`config.mk`:
```
export PLATFORM = sky130hd
export DESIGN_NAME = instr_fetch_unit
export DESIGN_NICKNAME = d
export VERILOG_FILES = /design/src/rtl/instr_fetch_unit.sv
export SDC_FILE = /design/constraint.sdc
export NUM_CORES = 1
export LEC_CHECK = 0
export BUFFER_PORTS_ARGS = -buffer_cell sky130_fd_sc_hd__clkbuf_2
export CAP_MARGIN = 10
export CORE_ASPECT_RATIO = 1.5
export CORE_MARGIN = 8
export CORE_UTILIZATION = 40
export CTS_CLUSTER_DIAMETER = 200
export CTS_CLUSTER_SIZE = 16
export DETAILED_ROUTE_END_ITERATION = 8
export PLACE_DENSITY = 0.74
export REMOVE_ABC_BUFFERS = 1
export SLEW_MARGIN = 20
export SYNTH_ARGS = -nofsm -noshare
export SYNTH_HDL_FRONTEND = slang
export SYNTH_SLANG_ARGS = --single-unit
```
`constraint.sdc`:
```
create_clock -name clk -period 6.5 [get_ports clk]
set_clock_uncertainty 0.05 [all_clocks]
set_input_delay 1.3 -clock clk [delete_from_list [all_inputs] [get_ports clk]]
set_output_delay 1.3 -clock clk [all_outputs]
set_load 0.02 [all_outputs]
```
`src/rtl/instr_fetch_unit.sv`:
```
// Instruction fetch stage: owns the PC, reads the ROM and queues
// fetched words in a 2-entry buffer presented to decode.
module instr_fetch_unit #(
    parameter logic [31:0] RESET_PC  = 32'h0000_0000,
    parameter int          PC_BITS   = 8,
    parameter logic [31:0] NOP_INSTR = 32'h0000_0013
) (
    input  logic        clk,
    input  logic        reset_n,
    output logic [31:0] imem_addr,
    input  logic [31:0] imem_rdata,
    input  logic        redirect_valid,
    input  logic [31:0] redirect_pc,
    output logic        if_valid,
    input  logic        if_ready,
    output logic [31:0] if_instr,
    output logic [31:0] if_pc,
    output logic [15:0] fetch_count
);

    typedef enum logic [1:0] {
        EMPTY = 2'd0,
        ONE   = 2'd1,
        FULL  = 2'd2
    } buf_state_t;

    buf_state_t         state;
    logic [PC_BITS-1:0] pc;
    logic [PC_BITS-1:0] buf_pc    [2];
    logic [31:0]        buf_instr [2];
    logic               rd_ptr;
    logic               wr_ptr;
    logic               pop;
    logic               fetch_en;
    logic               unused_redirect_bits;

    assign if_valid  = (state != EMPTY);
    assign pop       = if_valid & if_ready;
    assign fetch_en  = ~redirect_valid & ((state != FULL) | pop);
    assign imem_addr = 32'(pc);
    assign if_instr  = if_valid ? buf_instr[rd_ptr] : NOP_INSTR;
    assign if_pc     = if_valid ? 32'(buf_pc[rd_ptr]) : 32'h0;

    // Redirect target bits outside the live PC range are dropped.
    assign unused_redirect_bits = ^{redirect_pc[31:PC_BITS], redirect_pc[1:0]};

    // PC, buffer occupancy, pointers, storage and fetch counter.
    always_ff @(posedge clk) begin
        if (!reset_n) begin
            state       <= EMPTY;
            rd_ptr      <= 1'b0;
            wr_ptr      <= 1'b0;
            pc          <= RESET_PC[PC_BITS-1:0];
            fetch_count <= 16'h0;
        end else if (redirect_valid) begin
            state  <= EMPTY;
            rd_ptr <= 1'b0;
            wr_ptr <= 1'b0;
            pc     <= {redirect_pc[PC_BITS-1:2], 2'b00};
        end else begin
            if (fetch_en) begin
                buf_pc[wr_ptr]    <= pc;
                buf_instr[wr_ptr] <= imem_rdata;
                wr_ptr            <= ~wr_ptr;
                pc                <= pc + PC_BITS'(4);
                fetch_count       <= fetch_count + 16'd1;
            end
            if (pop) begin
                rd_ptr <= ~rd_ptr;
            end
            unique case (state)
                EMPTY: begin
                    if (fetch_en) state <= ONE;
                end
                ONE: begin
                    if (fetch_en && !pop) state <= FULL;
                    else if (!fetch_en && pop) state <= EMPTY;
                end
                FULL: begin
                    if (pop && !fetch_en) state <= ONE;
                end
                default: state <= EMPTY;
            endcase
        end
    end

endmodule
```
==> flow_summary.yaml <==
pwr:
  power.leakage_nw: 2.09
  p_sw_frac: 0.231
  p_int_mw: 1.09
  pwr-share-seq: 0.523
  cellPowerDensity_nw_per_um2: 266
  p_clk_frac: 0.384
  pwr-share-comb: 0.094
  power_mw: 1.41
  ir_worst_vdd_mv: 0.122
  p_switching_mw: 0.326
floorplanning:
  chipWidth_um: 103
  fp.dieH_um: 146
  start_util: 0.410
  num_rows: 47
  dieArea_um2: 15000
  boundaryPins: 181
  placeableCoreArea_um2: 11000
final_layout:
  final_nets: 535
  layout_common_cells: "clkbuf_2, edfxtp_1, nor2_1, conb_1, mux2i_1"
  layout-drive-gt1-share: 0.271
  fin_util: 0.483
  antennaDiodeCount: 0
  fin_cells: 615
  syn2layout_area_growth_pct: 17.9
  multi_input_area_um2: 1430
  regArea_um2: 2820
  fillers: 999
  fin_area_um2: 5310
  layout_commonest_cell: "clkbuf_2"
yosys:
  syn_inst: 359
  synth_edf_count: 76
  ys_types: 32
  yosysWarnings: 0
  synth-main-ff-cell: "edfxtp_1"
  synth_seq_area_share: 0.626
  syn_area_per_cell_um2: 12.6
  synthArstFlopShare: 0
  syn_area_um2: 4510
  ys_ff_latch: 103
worst_setup_path:
  crit_type: "register to primary output"
  r2r_end: "state[1]"
  cp-start-kind: "register"
  endpoint_kind: "primary output"
  critPathRequiredTime_ns: 5.15
  rr_worst_depth: 8
  cp_max_fo: 36
  r2r-start: "state[0]"
  cp.arrival_ns: 1.96
  rrSetupSlack_ns: 4.07
cts:
  cts_sinks: 103
  htreeDepth: 3
  hold_buffers: 0
  cts_setup_buffers: 0
  clock_path_buffers: 2
  worstSkewPairLatency_ns: 0.33
  root_buffer: "clkbuf_16"
  cts_made_buffers: 9
  cts.clk_slew.worst_paths_ns: 0.06
  post_cts_resized: 0
  cts_tree: "built"
sta:
  worst_hold_slack_ns: 0.430
  min_period_over_period: 0.509
  min_period_ns: 3.31
  slew_headroom: 0.371
  tightest_slew_ns: 0.939
  drv_slew: 0
  layout_setup_ws_ns: 3.19
  finalSetupViolations: 0
  final-hold-violation-count: 0
  rsz0062_at_grt: "false"
  fmax_mhz: 302
  tns_ns: 0
placement:
  preCtsSetupSlack_ns: 3.21
  hpwl_um: 6700
  place_congestion: 0.696
  port-buffer-count: 102
  place_area_um2: 5000
  dpl.cell_count: 599
grt:
  track_usage: 0.122
  grt_pass1_vias: 2769
  grt_antenna_before_repair: 0
  grt_pass1_wl_um: 14000
  grt-ovfl-total: 0
  grt_max_degree: 39
drt:
  antenna_left: 0
  vias: 2843
  drt_wl_total_um: 9210
  wl_per_cell_um: 15.0
  first_pass_iters: 4
  first_iter_violations: 81
  drc: 0
  via_per_inst: 4.62
worst_hold_path:
  min_path_cells: 2
  hp-start: "fetch_count[15]"
  min_path_type: "register to register"
  hold-path-endpoint: "fetch_count[15]"
run_status:
  status: "finished, final reports clean"
job:
  cap_viol_max_count: 0
flip-flops by register name, indices dropped and copies added (netlist names), named ones only:
register	flops
buf_instr	64
buf_pc	12
fetch_count	16
pc	6
rd_ptr	1
state	2
wr_ptr	1
power groups by stage:
stage	clock network [mW]	logic [mW]	registers, mW
2_1_floorplan	0	0.0797	0.760
3_3_place_gp	0	0.130	0.753
3_5_place_dp	0	0.134	0.754
4_1_cts	0.561	0.134	0.740
5_1_grt	0.584	0.146	0.742
6_report	0.543	0.132	0.740
synth_stat cells, types with 4 or more instances:
library cell | n | area share
ha_1 | 4 | 0.011
inv_1 | 8 | 0.0067
dfxtp_1 | 27 | 0.12
buf_4 | 52 | 0.087
nand2_1 | 12 | 0.010
xnor2_1 | 10 | 0.019
nor3b_1 | 4 | 0.0067
clkbuf_1 | 7 | 0.0058
nor3_1 | 4 | 0.0044
xor2_1 | 6 | 0.012
o21ai_0 | 8 | 0.0089
nand4_1 | 5 | 0.0069
nor2_1 | 53 | 0.044
a21oi_1 | 13 | 0.014
edfxtp_1 | 76 | 0.51
nand3_1 | 5 | 0.0056
mux2i_1 | 40 | 0.089
buf_2 | 4 | 0.0044
cell type report:
| cell class | instances | share of cell area |
|---|---|---|
| sequential | 103 | 0.532 |
| multi-input combinational | 235 | 0.269 |
| timing repair buffer | 105 | 0.100 |
| clock buffer | 12 | 0.0485 |
| tap | 147 | 0.0346 |
| clock inverter | 4 | 0.00989 |
| inverter | 9 | 0.00636 |
logic make-up (layout without fill, tap and decap cells):
kind of cell,after synthesis,in the layout,share of synthesized area
mux,40,40,0.0888
buf+inv,72,130,0.104
xor+xnor,16,16,0.0311
simple gates,99,99,0.109
fa+ha+maj,4,4,0.0111
flops,103,103,0.626
other cells,1,52,0.000832
compound gates,24,24,0.0286
worst max-delay path: stages (launching register included):
cell	delay (ns)
dfxtp_1	0.39
nor2_4	0.67
inv_1	0.27
nand2_1	0.11
clkbuf_2	0.18
worst max-delay path by stage:
stage / from / to / slack (ns) / cells after the start
final: state[0] / if_instr[1] / 3.19 / 4
after global routing: state[0] / if_instr[1] / 2.84 / 4
after CTS: state[0] / if_instr[1] / 3.05 / 4
after detailed placement: if_ready / state[1] / 3.21 / 8
after global placement: if_ready / state[1] / 3.34 / 8
after floorplan: redirect_valid / buf_instr[1][0] / 1.41 / 3
routing by layer:
layer,global-route usage,share of wire,vias to the layer above
li1,-,-,1366
met5,0,0,-
met2,0.217,0.51,121
met4,0.0509,0.012,0
met1,0.127,0.37,1348
met3,0.0354,0.11,8
(Power assumes the default switching activity.)
